### src/rtl/pong_renderer.sv
// pong_renderer
//   Pixel renderer for the Pong video path: N paddles, one ball and an optional
//   dashed centre net. Object positions are shadowed on frame_start so a frame
//   never tears. A small FSM (PLAY / FLASH / OVER) selects the colour scheme.
//
//   Optional feature: define PONG_NET_EN to draw the dashed centre net.
//
// Ports
//   clk_i          pixel clock
//   rst_ni         asynchronous active-low reset
//   pos_h_i        current pixel column
//   pos_v_i        current pixel row (0 = top)
//   blank_i        high outside the visible area
//   frame_start_i  1-cycle pulse at start of vertical blank
//   paddle_y_i     paddle i bottom y at [10*i +: 10]
//   ball_x_i       ball left x
//   ball_y_i       ball bottom y
//   collision_i    1-cycle pulse, ball hit a paddle
//   game_over_i    level, game finished
//   red_o/green_o/blue_o  registered pixel colour (2 clk after pos/blank)
//   flashing_o     high while the FSM is in FLASH
module pong_renderer #(
    parameter int unsigned N_PADDLES    = 2,
    parameter int unsigned PADDLE_X0    = 64,
    parameter int unsigned PADDLE_PITCH = 512,
    parameter int unsigned PADDLE_W     = 1,
    parameter int unsigned PADDLE_H     = 64,
    parameter int unsigned BALL_W       = 3,
    parameter int unsigned BALL_H       = 3,
    parameter int unsigned SCREEN_W     = 640,
    parameter int unsigned SCREEN_H     = 480,
    parameter int unsigned COLOR_W      = 1,
    parameter int unsigned FLASH_FRAMES = 8
) (
    input  logic                    clk_i,
    input  logic                    rst_ni,
    input  logic [9:0]              pos_h_i,
    input  logic [9:0]              pos_v_i,
    input  logic                    blank_i,
    input  logic                    frame_start_i,
    input  logic [10*N_PADDLES-1:0] paddle_y_i,
    input  logic [9:0]              ball_x_i,
    input  logic [9:0]              ball_y_i,
    input  logic                    collision_i,
    input  logic                    game_over_i,
    output logic [COLOR_W-1:0]      red_o,
    output logic [COLOR_W-1:0]      green_o,
    output logic [COLOR_W-1:0]      blue_o,
    output logic                    flashing_o
);

    localparam logic [COLOR_W-1:0] Full = {COLOR_W{1'b1}};

    typedef enum logic [1:0] {StPlay, StFlash, StOver} state_e;

    // ---------------------------------------------------------------
    // Frame-synchronous shadow positions
    // ---------------------------------------------------------------
    logic [10*N_PADDLES-1:0] paddle_y_q;
    logic [9:0]              ball_x_q;
    logic [9:0]              ball_y_q;

    always_ff @(posedge clk_i or negedge rst_ni) begin
        if (!rst_ni) begin
            paddle_y_q <= '0;
            ball_x_q   <= '0;
            ball_y_q   <= '0;
        end else if (frame_start_i) begin
            paddle_y_q <= paddle_y_i;
            ball_x_q   <= ball_x_i;
            ball_y_q   <= ball_y_i;
        end
    end

    // ---------------------------------------------------------------
    // Stage 1: hit tests in bottom-left coordinates, 11-bit sums
    // ---------------------------------------------------------------
    logic [10:0]          x;
    logic [10:0]          y;
    logic [N_PADDLES-1:0] paddle_hit_d;
    logic [N_PADDLES-1:0] paddle_hit_q;
    logic                 ball_hit_d;
    logic                 ball_hit_q;
    logic                 blank_q;
    logic                 net_draw;

    assign x = {1'b0, pos_h_i};
    assign y = 11'(SCREEN_H) - {1'b0, pos_v_i};

    always_comb begin
        paddle_hit_d = '0;
        for (int i = 0; i < N_PADDLES; i++) begin
            paddle_hit_d[i] = (x >= 11'(PADDLE_X0 + i * PADDLE_PITCH)) &&
                              (x <  11'(PADDLE_X0 + i * PADDLE_PITCH + PADDLE_W)) &&
                              (y >= {1'b0, paddle_y_q[10*i +: 10]}) &&
                              (y <  {1'b0, paddle_y_q[10*i +: 10]} + 11'(PADDLE_H));
        end
    end

    assign ball_hit_d = (x >= {1'b0, ball_x_q}) && (x < {1'b0, ball_x_q} + 11'(BALL_W)) &&
                        (y >= {1'b0, ball_y_q}) && (y < {1'b0, ball_y_q} + 11'(BALL_H));

    always_ff @(posedge clk_i or negedge rst_ni) begin
        if (!rst_ni) begin
            paddle_hit_q <= '0;
            ball_hit_q   <= 1'b0;
            blank_q      <= 1'b1;  // keeps the first post-reset pixel black
        end else begin
            paddle_hit_q <= paddle_hit_d;
            ball_hit_q   <= ball_hit_d;
            blank_q      <= blank_i;
        end
    end

`ifdef PONG_NET_EN
    // Dashed net: two columns at screen centre, lit where y[3] is clear.
    logic net_hit_d;
    logic net_hit_q;

    assign net_hit_d = (x >= 11'(SCREEN_W / 2 - 1)) && (x <= 11'(SCREEN_W / 2)) && !y[3];

    always_ff @(posedge clk_i or negedge rst_ni) begin
        if (!rst_ni) begin
            net_hit_q <= 1'b0;
        end else begin
            net_hit_q <= net_hit_d;
        end
    end

    assign net_draw = net_hit_q;
`else
    assign net_draw = 1'b0;
`endif

    // ---------------------------------------------------------------
    // Game-state FSM
    // ---------------------------------------------------------------
    state_e     state_q;
    logic [7:0] flash_cnt_q;
    logic       flashing_q;

    always_ff @(posedge clk_i or negedge rst_ni) begin
        if (!rst_ni) begin
            state_q     <= StPlay;
            flash_cnt_q <= '0;
            flashing_q  <= 1'b0;
        end else begin
            unique case (state_q)
                StPlay: begin
                    if (game_over_i) begin
                        state_q <= StOver;
                    end else if (collision_i) begin
                        state_q     <= StFlash;
                        flash_cnt_q <= 8'(FLASH_FRAMES);
                        flashing_q  <= 1'b1;
                    end
                end
                StFlash: begin
                    if (game_over_i) begin
                        state_q     <= StOver;
                        flash_cnt_q <= '0;
                        flashing_q  <= 1'b0;
                    end else if (collision_i) begin
                        flash_cnt_q <= 8'(FLASH_FRAMES);
                    end else if (frame_start_i) begin
                        // Count of 1 means this frame_start is the last flash frame.
                        if (flash_cnt_q <= 8'd1) begin
                            state_q     <= StPlay;
                            flash_cnt_q <= '0;
                            flashing_q  <= 1'b0;
                        end else begin
                            flash_cnt_q <= flash_cnt_q - 8'd1;
                        end
                    end
                end
                StOver: begin
                    if (frame_start_i && !game_over_i) begin
                        state_q <= StPlay;
                    end
                end
                default: begin
                    state_q     <= StPlay;
                    flash_cnt_q <= '0;
                    flashing_q  <= 1'b0;
                end
            endcase
        end
    end

    assign flashing_o = flashing_q;

    // ---------------------------------------------------------------
    // Stage 2: colour selection
    // ---------------------------------------------------------------
    logic [COLOR_W-1:0] red_d, green_d, blue_d;
    logic [COLOR_W-1:0] red_q, green_q, blue_q;
    logic               obj_hit;
    logic               left_lost;

    assign obj_hit   = ball_hit_q || (|paddle_hit_q);
    assign left_lost = ball_x_q < 10'(SCREEN_W / 2);

    always_comb begin
        red_d   = '0;
        green_d = '0;
        blue_d  = '0;
        if (blank_q) begin
            // black outside the visible area in every state
        end else if (state_q == StOver) begin
            if (left_lost) begin
                if (obj_hit) begin
                    green_d = Full;
                    blue_d  = Full;
                end else begin
                    red_d = Full;
                end
            end else begin
                if (obj_hit) begin
                    red_d  = Full;
                    blue_d = Full;
                end else begin
                    green_d = Full;
                end
            end
        end else if (ball_hit_q) begin
            red_d   = Full;
            green_d = Full;
            blue_d  = (state_q == StFlash) ? '0 : Full;
        end else if (paddle_hit_q[0]) begin
            red_d  = Full;
            blue_d = Full;
        end else if (|paddle_hit_q) begin
            green_d = Full;
            blue_d  = Full;
        end else if (net_draw) begin
            // Half scale = MSB only, which is full scale when COLOR_W is 1.
            red_d   = COLOR_W'(1) << (COLOR_W - 1);
            green_d = COLOR_W'(1) << (COLOR_W - 1);
            blue_d  = COLOR_W'(1) << (COLOR_W - 1);
        end
    end

    always_ff @(posedge clk_i or negedge rst_ni) begin
        if (!rst_ni) begin
            red_q   <= '0;
            green_q <= '0;
            blue_q  <= '0;
        end else begin
            red_q   <= red_d;
            green_q <= green_d;
            blue_q  <= blue_d;
        end
    end

    assign red_o   = red_q;
    assign green_o = green_q;
    assign blue_o  = blue_q;

endmodule

### config.mk
export PLATFORM = sky130hd
export DESIGN_NAME = pong_renderer
export DESIGN_NICKNAME = d
export VERILOG_FILES = /design/src/rtl/pong_renderer.sv
export SDC_FILE = /design/constraint.sdc
export NUM_CORES = 1
export LEC_CHECK = 0
export CAP_MARGIN = 25
export CORE_AREA = 2 2 126 128
export DETAILED_ROUTE_END_ITERATION = 16
export DIE_AREA = 0 0 128 130
export HOLD_SLACK_MARGIN = 0.05
export PLACE_DENSITY = 0.52
export REMOVE_ABC_BUFFERS = 1
export SLEW_MARGIN = 20
export SYNTH_ARGS = -nofsm -noshare
export SYNTH_HDL_FRONTEND = slang
export SYNTH_SLANG_ARGS = --single-unit
export TNS_END_PERCENT = 50
### constraint.sdc
create_clock -name clk_i -period 7.08 [get_ports clk_i]
set_input_delay 1.062 -clock clk_i [delete_from_list [all_inputs] [get_ports clk_i]]
set_output_delay 1.062 -clock clk_i [all_outputs]
set_load 0.1 [all_outputs]
==> out/results.ini, run 1 <==
[cts]
root_buffer=clkbuf_16
clk_latency_ps=340
cts_buffers=9
clockBufferDepth=2
cts_sinks=58
clk_pin_slew_ps=50
cts_resized=0
postCtsSetupBuffers=0
cts_tree=yes
htree_levels=3
cts_hold_buf=0

[sta]
rsz0062_at_grt=false
fin_crit_sh=0.548
min_period_ps=3880
skew_ps=3.69
setup_violations=0
drv_slew=0
worst_slew_pin_slew_ps=968
setup_tns_ps=0
slew_headroom=0.353
fmax_mhz=258
hold_viol_final=0

[setup_path]
cp-start-kind=input port
worstSetupStartpoint=pos_v_i[0]
rr_worst_depth=11
arrival_ps=4110
endpoint=ball_hit_q
reg2reg_from=ball_y_q[0]
r2r_setup_slack_ps=4350
reg2reg_to=ball_hit_q
path_max_fanout=6
critical_path_class=input port to flip-flop
critPathRequiredTime_ps=7310
worstSetupEndpointType=flip-flop

[logic_synthesis]
syn-mean-instance-area_um2=8.86
synth_flop_cell=dfrtp_1
async_reset_ff_frac=1.00
synth-edff-count=0
synth_top_area_cell=dfrtp_1
yosysSeqAreaShare=0.325
yosys-top-cells-area=dfrtp_1, ha_1, o21ai_0
yosys.area.top_type_share=0.319
synth_cell_types=56
synth_seq_cells=58
synth.cell_area_um2=4470
ys_warn_count=0
syn_inst=505

[pwr]
p_leak_nw=2.59
ir_worst_vdd_mv=0.115
power_density_nw_per_um2=226
finalPower_mw=1.29

[cells_and_area]
diodes=0
area_delta_synth_final_pct=27.9
utilization=0.371
drive_gt1_frac=0.0585
finalNetCount=720

[drt]
drtIter0Drc=194
dr.pass1.iters=4
drc=0
ant_nets=0
wire_per_inst_um=14.0
vias=3733
wl_um=10800
vias_per_cell=4.83

[floorplan]
rows=46
core_area_um2=15400
die_y_um=130
die_w_um=128
initial_core_util=0.290
io_pins=70
die_area_um2=16600

[job]
maxCapViolations=0

[status]
status=finished, final reports clean

[worst_hold_path]
hp-class=flip-flop to flip-flop
min_from=paddle_y_q[10]

[grt]
grt_first_pass_wirelength_um=18600
grt_use_total=0.141
grt-ovfl-total=0
antenna_found_initial=0
grt_pass1_vias=3937
grt_max_degree=82

[placed_design]
place_congestion=0.808
portBuffers=69
hpwl_um=8310

[cell families (layout without fill, tap and decap cells)]
group / Yosys count / after routing / synth area share
DFF: 58 / 58 / 0.325
adders and majority gates: 78 / 78 / 0.218
xor gates and xnor gates: 32 / 32 / 0.0627
buffers and inverters: 61 / 137 / 0.0515
and+or+nand+nor: 155 / 155 / 0.172
AOI/OAI and AO/OA: 117 / 117 / 0.161
muxes: 4 / 4 / 0.00951
[how the worst min path moves through the flow]
stage | end | slack [ps] | cells past startpoint
after floorplan | blue_o | 470 | 1
final | paddle_y_q[10] | 510 | 1
after detailed placement | blue_o | 510 | 1
after CTS | paddle_y_q[10] | 520 | 1
after global routing | paddle_y_q[10] | 540 | 1
after global placement | blue_o | 500 | 1
[placed cells by master (no fill, tap or decap), types with 3 or more instances in the layout]
cell type and n:
a21o_1 9, a21oi_1 20, a221oi_1 3, and4_1 3, bufinv_16 3, clkbuf_16 9
clkdlybuf4s50_1 67, dfrtp_1 57, ha_1 78, inv_1 47, inv_2 3, nand2_1 58
nand3_1 18, nand3b_1 3, nand4_1 6, nor2_1 22, nor2b_1 8, nor3_1 17
nor4_1 3, o21a_1 3, o21ai_0 53, o21ai_1 5, or3_1 3, xnor2_1 22
xor2_1 10
[final cells by class]
class | instances | area [um2]
timing repair buffer | 71 | 696
clock inverter | 5 | 100
inverter | 50 | 188
sequential | 58 | 1450
tap | 192 | 240
clock buffer | 11 | 253
fill | 1614 | 9710
multi-input combinational | 386 | 2790
[where the power goes]
part / internal [mW] / leakage, nW / switching (mW) / total (mW)
logic: 0.162 / 1.69 / 0.204 / 0.366
clock network: 0.361 / 0.176 / 0.159 / 0.521
registers: 0.373 / 0.720 / 0.0345 / 0.407
total: 0.896 / 2.59 / 0.398 / 1.29
[registers in the layout (all words and copies together), names as in the netlist, 2 cells and up]
name	flops
state_q	2
flash_cnt_q	8
paddle_hit_q	2
paddle_y_q	20
ball_y_q	10
ball_x_q	10
[synthesized netlist by cell type (all sizes together) (2+ instances only)]
master / instances
a211oi: 2
nand4: 6
o31ai: 2
clkbuf: 10
a21o: 9
and4: 3
inv: 50
nor2b: 8
a221oi: 3
nand4b: 2
nand3b: 3
a31oi: 2
nand3: 18
o21a: 3
mux2: 2
dfrtp: 57
a21oi: 20
nor2: 25
nor3: 17
o21bai: 2
or4: 4
nand2: 58
xnor2: 22
xor2: 10
o311ai: 2
ha: 78
mux2i: 2
nor4: 3
o221ai: 2
or3: 3
o21ai: 58
[per-layer routing]
layer,share of wire,track usage,vias to the layer above,wire length (um)
met3,0.041,0.0332,11,440
met4,0.015,0.0485,0,163
met5,0,0,-,0
met2,0.47,0.246,56,5110
met1,0.47,0.173,1740,5070
li1,-,-,1926,-
[metrics by stage]
step	instance area, um2	hold WS (ps)	cells	worst slack [ps]
final	5720	513	773	3200
after global routing	5720	539	773	2930
after CTS	5720	521	773	3170
after detailed placement	5370	507	757	2820
after global placement	5370	502	757	3010
after floorplan	4430	473	494	3850
[critical path, stage by stage]
cell             delay, ps
clkdlybuf4s50_1        500
inv_1                  110
ha_1                   260
nand3b_1               140
nand4_1                120
xor2_1                 520
ha_1                   360
a21o_1                 170
a21o_1                 180
a221oi_1               240
o21ai_0                140
nor4_1                 310
Note: power is estimated with default switching activity, not from simulation.
==> run 2: changes to the inputs <==
==> constraint.sdc (replaced) <==
create_clock -name clk_i -period 3.9 [get_ports clk_i]
set_input_delay 0.585 -clock clk_i [delete_from_list [all_inputs] [get_ports clk_i]]
set_output_delay 0.585 -clock clk_i [all_outputs]
set_load 0.1 [all_outputs]
==> run 2 against run 1 <==
Effect of this change: utilization down 0.31 points; register-to-register slack got worse by 3100 ps; routed wire length grew 4.4%; largest cell class unchanged.
==> out/results.ini, run 2 (synthesized netlist as in run 1, its figures left out) <==
[cts]
cts_resized=0
cts_buffers=9
root_buffer=clkbuf_16
cts_hold_buf=0
clk_pin_slew_ps=50
htree_levels=3
clk_latency_ps=340
cts_sinks=58
postCtsSetupBuffers=0
clockBufferDepth=2
cts_tree=yes

[worst_hold_path]
hp-class=input port to async pin

[drt]
wl_um=11300
ant_nets=0
drc=0
dr.pass1.iters=4
vias=3807
drtIter0Drc=221
wire_per_inst_um=14.5
vias_per_cell=4.91

[floorplan]
initial_core_util=0.290
die_w_um=128
die_area_um2=16600
core_area_um2=15400
rows=46
io_pins=70
die_y_um=130

[setup_path]
r2r_setup_slack_ps=1250
path_buf_inv=2
slowest_delay_ps=500
critical_path_class=input port to flip-flop
path_max_fanout=6
worstSetupEndpointType=flip-flop
rr_worst_depth=11
reg2reg_from=ball_y_q[0]
worstPathCellList=clkdlybuf4s50_1 > inv_1 > ha_1 > nand3b_1 > nand2_1 > xor2_1 > ha_1 > and4_1 > a221o_1 > a311oi_1 > nor4_1
crit_family=compound AO/OA/AOI/OAI gates
critPathRequiredTime_ps=4110
crit_slowest_cell=clkdlybuf4s50_1
reg2reg_to=ball_hit_q
cp-start-kind=input port
crit_path_frequent_cell=ha_1
arrival_ps=3450

[pwr]
power_density_nw_per_um2=390
finalPower_mw=2.21
ir_worst_vdd_mv=0.235
p_leak_nw=2.56

[sta]
min_period_ps=3240
worst_slew_pin_slew_ps=971
drv_slew=0
fin_crit_sh=0.831
rsz0062_at_grt=false
hold_viol_final=0
setup_violations=0
slew_headroom=0.351
setup_tns_ps=0
fmax_mhz=309
skew_ps=5.13

[cells_and_area]
largest_register_ffs=20
multi_input_area_um2=2790
area_delta_synth_final_pct=26.8
utilization=0.368
finalNetCount=722
mostFrequentLayoutCells=ha_1, clkdlybuf4s50_1, nand2_1
reg.largest.list=paddle_y_q: 20 flops, ball_x_q: 10 flops, ball_y_q: 10 flops
drive_gt1_frac=0.0566
fin_cells=775
final_cell_area_um2=5670
fillers=1630
diodes=0
seqCellArea_um2=1450
max_flop_register=paddle_y_q
mostFrequentLayoutCell=ha_1

[placed_design]
dpl.cell_count=759
hpwl_um=8850
placed_area_um2=5380
portBuffers=69
place_congestion=0.810

[grt]
grt_first_pass_wirelength_um=18900
grt_use_total=0.143
grt-ovfl-total=0
grt_max_degree=55
antenna_found_initial=0
grt_pass1_vias=3956

[job]
maxCapViolations=0

[status]
status=finished, final reports clean

[run 2: changes by cell type in the layout (fill, tap and decap cells not counted), sizes merged]
cell / before / now
buf: 4 / 6
bufinv: 3 / 1
clkbuf: 11 / 13
[run 2: area by class of cell]
class                      count  area share
inverter                      50      0.0331
clock inverter                 3     0.00706
multi-input combinational    386       0.492
sequential                    58       0.256
timing repair buffer          73       0.125
clock buffer                  13      0.0441
tap                          192      0.0424
[run 2: worst max path at each step]
stage	from	end	slack [ps]	cells past startpoint
finish	pos_v_i[0]	ball_hit_q	660	11
global route	pos_v_i[0]	ball_hit_q	470	11
CTS	pos_v_i[0]	ball_hit_q	670	11
detailed placement	pos_v_i[0]	ball_hit_q	330	11
global placement	pos_v_i[0]	ball_hit_q	450	11
floorplan	pos_v_i[0]	ball_hit_q	1140	11
[run 2: layer usage]
layer	GRT usage	up-vias	wire [um]
li1	-	1938	-
met2	0.256	67	5470
met1	0.174	1788	5210
met4	0.0414	0	148
met3	0.0316	14	428
met5	0	-	0
[run 2: stage by stage]
stage / hold WS (ps) / setup WS [ps]
2_1_floorplan: 289 / 1140
3_3_place_gp: 499 / 446
3_5_place_dp: 493 / 325
4_1_cts: 315 / 668
5_1_grt: 339 / 473
6_report: 287 / 660
[run 2: power breakdown]
part | switching, mW | total [mW] | internal, mW | leakage, nW
registers | 0.0647 | 0.741 | 0.676 | 0.720
clock network | 0.283 | 0.793 | 0.510 | 0.144
logic | 0.379 | 0.677 | 0.299 | 1.70
